===== src/rtl/ks10_fetch_pkg.sv =====
// Shared types and constants for the instruction fetch path.
package ks10_fetch_pkg;

  localparam int unsigned AW = 18;
  localparam int unsigned DW = 36;
  localparam int unsigned EW = DW + AW;

  localparam logic [AW-1:0] PC_MAX = 18'o777777;

  typedef enum logic [1:0] {
    IDLE,
    REQ,
    ERROR
  } fetch_state_e;

  function automatic logic [AW-1:0] pc_inc(input logic [AW-1:0] pc);
    return (pc == PC_MAX) ? '0 : pc + 1'b1;
  endfunction

endpackage


===== src/rtl/ir_prefetch_fifo.sv =====
// Prefetch queue of {word, pc} entries; flush has priority over push/pop.
module ir_prefetch_fifo
  import ks10_fetch_pkg::*;
#(
  parameter int unsigned QDEPTH = 2
) (
  input  logic                      clk,
  input  logic                      rst,
  input  logic                      push_i,
  input  logic                      pop_i,
  input  logic                      flush_i,
  input  logic [EW-1:0]             din_i,
  output logic [EW-1:0]             dout_o,
  output logic                      full_o,
  output logic                      empty_o,
  output logic [$clog2(QDEPTH):0]   count_o
);

  localparam int unsigned PW = $clog2(QDEPTH);
  localparam logic [PW:0] FULL_CNT = (PW+1)'(QDEPTH);

  logic [EW-1:0] mem_q [QDEPTH];
  logic [PW-1:0] wptr_q, wptr_d;
  logic [PW-1:0] rptr_q, rptr_d;
  logic [PW:0]   count_q, count_d;
  logic          push_ok, pop_ok;

  assign full_o  = (count_q == FULL_CNT);
  assign empty_o = (count_q == '0);
  assign count_o = count_q;
  assign dout_o  = mem_q[rptr_q];

  // A push while full is only legal alongside a pop.
  assign push_ok = push_i & (~full_o | pop_i);
  assign pop_ok  = pop_i & ~empty_o;

  always_comb begin
    wptr_d  = wptr_q;
    rptr_d  = rptr_q;
    count_d = count_q;
    if (flush_i) begin
      wptr_d  = '0;
      rptr_d  = '0;
      count_d = '0;
    end else begin
      if (push_ok) wptr_d = wptr_q + 1'b1;
      if (pop_ok)  rptr_d = rptr_q + 1'b1;
      count_d = count_q + {{PW{1'b0}}, push_ok} - {{PW{1'b0}}, pop_ok};
    end
  end

  always_ff @(posedge clk or negedge rst) begin
    if (!rst) begin
      wptr_q  <= '0;
      rptr_q  <= '0;
      count_q <= '0;
      for (int unsigned i = 0; i < QDEPTH; i++) mem_q[i] <= '0;
    end else begin
      wptr_q  <= wptr_d;
      rptr_q  <= rptr_d;
      count_q <= count_d;
      if (!flush_i && push_ok) mem_q[wptr_q] <= din_i;
    end
  end

endmodule


===== src/rtl/ir_fetch_ctl.sv =====
// Instruction fetch sequencer: one outstanding memory read, prefetch queue,
// IR load strobe, redirect, timeout and error handling.
module ir_fetch_ctl
  import ks10_fetch_pkg::*;
#(
  parameter int unsigned QDEPTH = 2,
  parameter int unsigned TMOUT  = 255
) (
  input  logic          clk,
  input  logic          rst,
  input  logic          run,
  input  logic          pc_load,
  input  logic [17:0]   pc_in,
  output logic          mem_req,
  output logic [17:0]   mem_addr,
  input  logic          mem_ack,
  input  logic          mem_err,
  input  logic [0:35]   mem_data,
  input  logic          dec_rdy,
  output logic          ir_clken,
  output logic [0:35]   ir_dbus,
  output logic [17:0]   ir_pc,
  output logic          q_valid,
  output logic          fetch_err,
  output logic [17:0]   err_addr
);

  localparam int unsigned PW = $clog2(QDEPTH);
  localparam int unsigned TW = $clog2(TMOUT + 1);
  localparam logic [PW:0]   FULL_CNT = (PW+1)'(QDEPTH);
  localparam logic [TW-1:0] TMO_LAST = TW'(TMOUT - 1);

  fetch_state_e  state_q, state_d;
  logic [AW-1:0] pc_q, pc_d;
  logic [TW-1:0] tmo_q, tmo_d;
  logic          err_q, err_d;
  logic [AW-1:0] err_addr_q, err_addr_d;

  logic [EW-1:0] head;
  logic          q_full, q_empty;
  logic [PW:0]   q_count, cnt_after;
  logic          ack_ok, push, pop, full_after;

  assign mem_req  = (state_q == REQ);
  assign mem_addr = pc_q;

  // Redirect wins over a same-cycle ack and suppresses the IR load.
  assign ack_ok   = mem_ack & mem_req & ~pc_load;
  assign push     = ack_ok & ~mem_err;
  assign pop      = dec_rdy & ~q_empty & ~pc_load;

  assign cnt_after  = q_count + {{PW{1'b0}}, push} - {{PW{1'b0}}, pop};
  assign full_after = (cnt_after == FULL_CNT);

  assign ir_clken  = pop;
  assign q_valid   = ~q_empty;
  assign ir_dbus   = q_empty ? '0 : head[EW-1:AW];
  assign ir_pc     = q_empty ? '0 : head[AW-1:0];
  assign fetch_err = err_q;
  assign err_addr  = err_addr_q;

  ir_prefetch_fifo #(
    .QDEPTH (QDEPTH)
  ) u_fifo (
    .clk     (clk),
    .rst     (rst),
    .push_i  (push),
    .pop_i   (pop),
    .flush_i (pc_load),
    .din_i   ({mem_data, pc_q}),
    .dout_o  (head),
    .full_o  (q_full),
    .empty_o (q_empty),
    .count_o (q_count)
  );

  always_comb begin
    state_d    = state_q;
    pc_d       = pc_q;
    err_d      = err_q;
    err_addr_d = err_addr_q;
    tmo_d      = '0;
    if (pc_load) begin
      pc_d    = pc_in;
      err_d   = 1'b0;
      state_d = (state_q == ERROR || !run) ? IDLE : REQ;
    end else begin
      case (state_q)
        IDLE: if (run && !q_full) state_d = REQ;
        REQ: begin
          if (ack_ok) begin
            if (mem_err) begin
              err_d      = 1'b1;
              err_addr_d = pc_q;
              state_d    = ERROR;
            end else begin
              pc_d    = pc_inc(pc_q);
              state_d = (run && !full_after) ? REQ : IDLE;
            end
          end else if (tmo_q == TMO_LAST) begin
            err_d      = 1'b1;
            err_addr_d = pc_q;
            state_d    = ERROR;
          end else begin
            tmo_d = tmo_q + 1'b1;
          end
        end
        ERROR:   state_d = ERROR;
        default: state_d = IDLE;
      endcase
    end
  end

  always_ff @(posedge clk or negedge rst) begin
    if (!rst) begin
      state_q    <= IDLE;
      pc_q       <= '0;
      tmo_q      <= '0;
      err_q      <= 1'b0;
      err_addr_q <= '0;
    end else begin
      state_q    <= state_d;
      pc_q       <= pc_d;
      tmo_q      <= tmo_d;
      err_q      <= err_d;
      err_addr_q <= err_addr_d;
    end
  end

endmodule


===== config.mk =====
export PLATFORM = sky130hd
export DESIGN_NAME = ir_fetch_ctl
export DESIGN_NICKNAME = d
export VERILOG_FILES = /design/src/rtl/ks10_fetch_pkg.sv /design/src/rtl/ir_prefetch_fifo.sv /design/src/rtl/ir_fetch_ctl.sv
export SDC_FILE = /design/constraint.sdc
export NUM_CORES = 1
export LEC_CHECK = 0
export CAP_MARGIN = 20
export CORE_MARGIN = 2
export CORE_UTILIZATION = 56
export DETAILED_ROUTE_END_ITERATION = 12
export PLACE_DENSITY = 0.95
export SKIP_CTS_REPAIR_TIMING = 1
export SYNTH_ARGS = -nofsm -noshare
export SYNTH_HDL_FRONTEND = slang
export SYNTH_SLANG_ARGS = --single-unit

===== constraint.sdc =====
create_clock -name clk -period 3.6 [get_ports clk]
set_input_delay 0.9 -clock clk [delete_from_list [all_inputs] [get_ports clk]]
set_output_delay 0.9 -clock clk [all_outputs]
set_load 0.02 [all_outputs]

# After elaboration in Yosys (flattened, before gate mapping)
# Cells that the tools add are included.
# classes
addsub,8
magnitude_cmp,3
eq_ne,11
n_mux,38
bitwise,14
reduce_logical,21
# ops
operator,n
2-to-1 mux 54 bit,4
2-to-1 mux 18 bit,9
bitwise mux 108 bit,1
demux 54 bit (select 1 bit),1
2-to-1 mux 36 bit,1
2-to-1 mux 8 bit,4
"adder 18 x 1 -> 18 bit, second input constant",1
"equality test 18 bit, second input constant",1
2-to-1 mux 2 bit,6
2-to-1 mux 1 bit,11
nonzero test 2 bit,5
"adder 8 x 1 -> 8 bit, second input constant",1
"equality test 8 bit, second input constant",1
bitwise AND 1 bit,7
"equality test 2 bit, second input constant",3
"!= test 3 bit, second input constant",2
case mux 2 bit (3 select lines),1
AND reduction 3 bit,2
adder 2 x 1 -> 2 bit,2
">= comparator 2 bit, second input constant",2
logical AND 1 bit,4
zero test 1 bit,4
zero test 2 bit,2
"!= test 2 bit, second input constant",2
other kinds (12),18
# totals
regBits,159

# Logic depth before layout (Yosys ltp)
# Gate-level depths: netlist of the first run.
# logic_depth
ltp_word,14
mapped_depth,9
ltp_nobuf,8

# Hierarchy
# Synthesis of the first run repeated with hierarchy kept, for this count alone.
# hier_totals
cells_unflattened,605
area_unflattened_um2,7883.8
# modules_own_cells
mod,n_inst,cells_per_inst,area_each_um2
ir_prefetch_fifo,1,312,5117.4
ir_fetch_ctl,1,293,2766.4

# Worst setup path before layout of the first run
# Ideal clock, no wire load.
# synth_path
kind,input -> output
start,in pc_load
end,out ir_clken
arrival_ps,1603
slack_ps,1097
path_stages,3
path_buffers,1
path_cell_list,clkbuf_1 -> nand2b_1 -> nor2_1
# synth_between
elab_chain_len,2
# synth_lines
element,line,rtl
"start, declared",ir_fetch_ctl.sv:12,"input logic pc_load,"
inverter 1 bit (no line),n/a,
bitwise AND 1 bit,ir_fetch_ctl.sv:50,assign pop = dec_rdy & ~q_empty & ~pc_load;
"end, declared",ir_fetch_ctl.sv:20,"output logic ir_clken,"
# No other way between the ends.

# Final worst setup path of the first run
# layout_path
start,reg u_fifo.rptr_q
end,out ir_dbus[10] (netlist name)
# layout_between
elab_chain_len,5
# layout_lines
element,line,rtl
"start, declared",ir_prefetch_fifo.sv:24,"logic [PW-1:0] rptr_q, rptr_d;"
"start signal, assigned",ir_prefetch_fifo.sv:60,rptr_q <= rptr_d;
inverter 1 -> 2 bit (implied by the code),ir_prefetch_fifo.sv:31,assign dout_o = mem_q[rptr_q];
2-to-1 mux 54 bit (implied by the code) (3 in series),ir_prefetch_fifo.sv:31,
2-to-1 mux 36 bit,ir_fetch_ctl.sv:57,assign ir_dbus = q_empty ? '0 : head[EW-1:AW];
"end, declared",ir_fetch_ctl.sv:21,"output logic [0:35] ir_dbus,"
# No other way between the ends. The select of a mux whose other input is x is not followed.

==> results.sh, run 1 <==
export IMPL_worst_slew_pin_slew_ns=0.819
export IMPL_whs_endpoint="u_fifo.mem_q[63]"
export IMPL_cellPowerDensity_mw_per_mm2=592
export IMPL_syn_area_per_cell_um2=12.1
export IMPL_grt_pass1_vias=5836
export IMPL_core_area_mm2=0.0131
export IMPL_switching_share=0.283
export IMPL_finClkSkew_ns=0.00635
export IMPL_syn_to_final_growth_pct=30.4
export IMPL_p_sw_mw=1.63
export IMPL_yosysTopAreaCellShare=0.532
export IMPL_max_cap_violations=0
export IMPL_synth_largest_area_cell="dfrtp_1"
export IMPL_synthMostInstantiatedCell="dfrtp_1"
export IMPL_internal_power_mw=4.14
export IMPL_worst_endpoint_arrival_ns=2.41
export IMPL_slew_headroom=0.449
export IMPL_die_h_um=120
export IMPL_hold_viol=0
export IMPL_grt_start_max_net_pins=86
export IMPL_die_area_mm2=0.0143
export IMPL_io_buffers=154
export IMPL_clock_power_share=0.313
export IMPL_cts_buffers=17
export IMPL_gr_total_overflow=0
export IMPL_clk_pin_slew_ns=0.06
export IMPL_viasPerCell=5.75
export IMPL_setup_viol=0
export IMPL_drv_slew=0
export IMPL_antenna_found_initial=0
export IMPL_drt_initial_drc_count=413
export IMPL_first_pass_iters=5
export IMPL_nets=826
export IMPL_syn_nets=684
export IMPL_routedWlPerCell_um=18.8
export IMPL_r2r_end="mem_addr[7]"
export IMPL_seq_area_frac_synth=0.532
export IMPL_status="complete, no violations"
export IMPL_htree_levels=4
export IMPL_holdWs_ns=0.488
export IMPL_cp_required_ns=2.70
export IMPL_fin_crit_sh=0.920
export IMPL_placementRows=42
export IMPL_reg2reg_depth=6
export IMPL_initial_core_util=0.569
export IMPL_netlist_top_cells_area="dfrtp_1 (53%), mux2_2 (18%), mux2i_1 (7.2%)"
export IMPL_setup_tns_ns=0
export IMPL_root_buffer="clkbuf_16"
export IMPL_ys_async_sr_fraction=1.00
export IMPL_netlist_instances=617
export IMPL_ioPinCount=155
export IMPL_irDropWorstVdd_mv=0.444
export IMPL_r2r_slack_ns=1.35
export IMPL_vias=5453
export IMPL_cts_sinks=159
export IMPL_numPlacedInstances=916
export IMPL_pwr_share_comb=0.249
export IMPL_drive_gt1_frac=0.216
export IMPL_hold_start="u_fifo.mem_q[63]"
export IMPL_grt_use_total=0.262
export IMPL_worst_path_max_fanout=28
export IMPL_synthFlopType="dfrtp_1"
export IMPL_cts_path_max_buffers=2
export IMPL_total_power_mw=5.77
export IMPL_place_gp_congestion=0.983
export IMPL_worst_setup_path_type="flip-flop to output port"
export IMPL_n_antenna_cell=0
export IMPL_drtAntennaViolNets=0
export IMPL_cts_tree="built"
export IMPL_synth_edf_count=0
export IMPL_yosysWarnings=0
export IMPL_die_w_um=120
export IMPL_drt_total_wl_um=17800
export IMPL_cp_end_kind="output port"
export IMPL_r2r_start="mem_addr[0]"
export IMPL_drc=0
export IMPL_synth_area_mm2=0.00748
export IMPL_hold_depth=1
export IMPL_yosysUniqueCellTypes=48
export IMPL_period_minus_slack_ns=3.31
export IMPL_max_freq_mhz=302
export IMPL_hpwlAfterDp_um=11700
export IMPL_fin_cells=948
export IMPL_grt_pass1_wl_um=29200
export IMPL_clkLatencyLatePin_ns=0.42
export IMPL_seq_power_share=0.438
export IMPL_yosys_top_cells_count="dfrtp_1 (159), mux2_2 (119), nor2_1 (77)"
export IMPL_min_path_type="flip-flop to flip-flop"
export IMPL_ys_ff_latch=159
export IMPL_rsz0062_at_grt="false"
export IMPL_worst_setup_path_start_kind="flip-flop"
export IMPL_p_leak_nw=4.12
critical path, cell delays in order (launching register included):
cell,delay (ns)
dfrtp_4,0.77
buf_12,0.30
mux2i_1,0.13
nor2_1,0.13
clkdlybuf4s50_1,0.65
layout make-up:
cell class | instances | area [µm²]
Tap cell | 176 | 220
Sequential cell | 159 | 3980
Multi-Input combinational cell | 406 | 3240
Fill cell | 820 | 3380
Inverter | 14 | 52.6
Clock inverter | 12 | 141
Clock buffer | 20 | 457
Timing Repair Buffer | 161 | 1660
power by group through the flow:
stage	sequential [mW]	clock, mW	combinational (mW)
global route	2.58	1.91	1.55
finish	2.53	1.81	1.44
detailed placement	2.55	0	1.44
global placement	2.50	0	1.38
floorplan	2.56	0	0.778
CTS	2.53	1.83	1.45
sequential cells by signal, summed over array words and instances (netlist names):
| register | count |
|---|---|
| err_addr | 18 |
| u_fifo.mem_q | 108 |
| state_q | 2 |
| mem_addr | 18 |
| tmo_q | 8 |
| fetch_err | 1 |
| u_fifo.rptr_q | 1 |
| u_fifo.wptr_q | 1 |
| u_fifo.count_o | 2 |
routing by layer:
metal,part of all wire,routed length (µm),vias to the layer above,global-route usage
met1,0.41,7280,2696,0.321
li1,-,-,2459,-
met5,0,0,-,0
met2,0.50,8910,254,0.442
met4,0.025,448,0,0.110
met3,0.067,1200,44,0.0661
layout by cell type (no fill, tap or decap), drive strengths merged, types with 7 or more instances in the layout:
master,instances
xor2,13
inv,14
dfrtp,159
nor4,7
a21oi,7
nand3,13
nand4,9
mux2,127
o21ai,17
nor2,78
nand2,29
mux2i,54
buf,8
clkinv,8
clkbuf,20
clkdlybuf4s50,153
cells by family after synthesis:
kind of cell	count (synthesis)	synth area share
simple gates	160	0.104
compound gates	41	0.0343
xor+xnor	18	0.0211
buf+inv	52	0.0355
mux	181	0.264
flops	159	0.532
fa+ha+maj	6	0.0100
worst max-delay path by stage:
stage | startpoint | endpoint | slack [ns]
after floorplan | pc_load | ir_clken | 1.10
after global placement | dec_rdy | ir_clken | 0.44
after detailed placement | dec_rdy | ir_clken | 0.44
after CTS | u_fifo.rptr_q | ir_dbus[10] | 0.25
after global routing | u_fifo.rptr_q | ir_dbus[11] | 0.20
final | u_fifo.rptr_q | ir_dbus[10] | 0.29
stage by stage:
stage	utilization	area (µm²)	setup slack, ns
detailed placement	0.697	9160	0.435
floorplan	-	7480	1.10
CTS	0.742	9750	0.245
finish	0.742	9750	0.289
global route	0.742	9750	0.200
global placement	0.697	9160	0.435
Power figures use the tool's default switching activity.
==> run 2: changes to the inputs <==
Settings changed: PLACE_DENSITY 0.95 to 0.86.
==> run 2 against run 1 <==
Effect of this change:
- worst setup slack improved by 0.064 ns
- final cell count increased by 0.42%
- via count shrank 3.1%
- combinational power about the same
- first-iteration DRC count decreased by 18%
- hold slack improved by 0.00091 ns
- critical path depth unchanged
- sequential power about the same
- core utilization up 1.1 points
- critical endpoint is now ir_pc[15]
==> results.sh, run 2 (same netlist as run 1, synthesis figures left out) <==
export IMPL_cts_path_max_buffers=2
export IMPL_syn_to_final_growth_pct=32.4
export IMPL_die_h_um=120
export IMPL_final_common_cell="dfrtp_1"
export IMPL_cp_num_buf_inv=2
export IMPL_grt_pass1_vias=5480
export IMPL_setup_tns_ns=0
export IMPL_status="complete, no violations"
export IMPL_cts_sinks=159
export IMPL_met3_usage=0.0589
export IMPL_nets=830
export IMPL_numPlacedInstances=920
export IMPL_max_freq_mhz=308
export IMPL_place_gp_congestion=0.867
export IMPL_viasPerCell=5.55
export IMPL_min_path_type="primary input to async pin"
export IMPL_finClkSkew_ns=0.00540
export IMPL_drive_gt1_frac=0.219
export IMPL_cp_required_ns=2.70
export IMPL_worst_endpoint_arrival_ns=2.35
export IMPL_cp_end_kind="output port"
export IMPL_grt_use_total=0.248
export IMPL_placementRows=42
export IMPL_critical_path_top_delay_family="buffers and inverters"
export IMPL_grt_start_max_net_pins=73
export IMPL_drt_initial_drc_count=340
export IMPL_gr_total_overflow=0
export IMPL_use_met2=0.394
export IMPL_period_minus_slack_ns=3.25
export IMPL_routedWlPerCell_um=17.5
export IMPL_n_antenna_cell=0
export IMPL_largest_reg_flops=108
export IMPL_cellPowerDensity_mw_per_mm2=612
export IMPL_grt_use_met1=0.335
export IMPL_p_leak_nw=4.19
export IMPL_irDropWorstVdd_mv=0.371
export IMPL_worst_setup_path_start_kind="flip-flop"
export IMPL_fin_cells=952
export IMPL_clkLatencyLatePin_ns=0.42
export IMPL_root_buffer="clkbuf_16"
export IMPL_die_w_um=120
export IMPL_worst_path_max_fanout=22
export IMPL_slowest_delay_ns=0.76
export IMPL_max_cap_violations=0
export IMPL_hold_viol=0
export IMPL_worst_setup_path_type="flip-flop to output port"
export IMPL_pre_cts_ws_ns=0.427
export IMPL_fin_crit_sh=0.902
export IMPL_final_cell_mix="dfrtp_1 (158), clkdlybuf4s50_1 (153), mux2_2 (119)"
export IMPL_drtAntennaViolNets=0
export IMPL_grt_pass1_wl_um=27800
export IMPL_clk_pin_slew_ns=0.06
export IMPL_antenna_found_initial=0
export IMPL_core_area_mm2=0.0131
export IMPL_fin_ws_ns=0.353
export IMPL_utilization=0.754
export IMPL_initial_core_util=0.569
export IMPL_regMostFlops="u_fifo.mem_q"
export IMPL_slew_headroom=0.513
export IMPL_htree_levels=4
export IMPL_rsz0062_at_grt="false"
export IMPL_io_buffers=154
export IMPL_drc=0
export IMPL_hpwlAfterDp_um=11200
export IMPL_cts_buffers=17
export IMPL_cts_tree="built"
export IMPL_crit_slowest_cell="dfrtp_2"
export IMPL_crit_chain="buf_12 > mux2i_1 > nor2_1 > clkdlybuf4s50_1"
export IMPL_ioPinCount=155
export IMPL_first_pass_iters=5
export IMPL_total_power_mw=6.06
export IMPL_vias=5284
export IMPL_drv_slew=0
export IMPL_drt_total_wl_um=16600
export IMPL_grt_busiest_layer="met2"
export IMPL_die_area_mm2=0.0143
export IMPL_setup_viol=0
export IMPL_worst_slew_pin_slew_ns=0.723
-- run 2: per-layer routing --
metal | share of wire | routed length [µm]
met1 | 0.44 | 7280
met2 | 0.48 | 8060
met3 | 0.057 | 956
met4 | 0.020 | 333
met5 | 0 | 0
-- run 2: worst paths after layout --
check | slack (ns) | to | depth (start not counted) | startpoint
setup / recovery | 0.35 | ir_pc[15] | 4 | u_fifo.rptr_q
hold / removal | 0.49 | u_fifo.mem_q[83] | 1 | rst
setup reg to reg | 1.31 | u_fifo.count_o[1] | 9 | u_fifo.count_o[1]
hold reg to reg | 0.49 | u_fifo.mem_q[91] | 1 | u_fifo.mem_q[91]
max in group asynchronous | 2.22 | mem_addr[6] | 2 | rst
min in group clk | 0.49 | u_fifo.mem_q[91] | 1 | u_fifo.mem_q[91]
-- run 2: power by group --
part	leakage (nW)	internal [mW]	switching, mW
registers	2.03	2.23	0.281
logic	1.82	0.794	0.638
clock network	0.345	1.43	0.688
total	4.19	4.45	1.61
-- run 2: layout make-up --
type                            instances  area [µm²]
Multi-Input combinational cell        406        3240
Sequential cell                       159        3980
Tap cell                              176         220
Fill cell                             884        3240
Clock inverter                         10         229
Timing Repair Buffer                  165        1700
Clock buffer                           22         474
Inverter                               14        52.6
-- run 2: stage by stage --
step	hold WS, ns	cell area (µm²)
2_1_floorplan	0.457	7480
3_3_place_gp	0.466	9200
3_5_place_dp	0.474	9200
4_1_cts	0.488	9900
5_1_grt	0.505	9900
6_report	0.489	9900
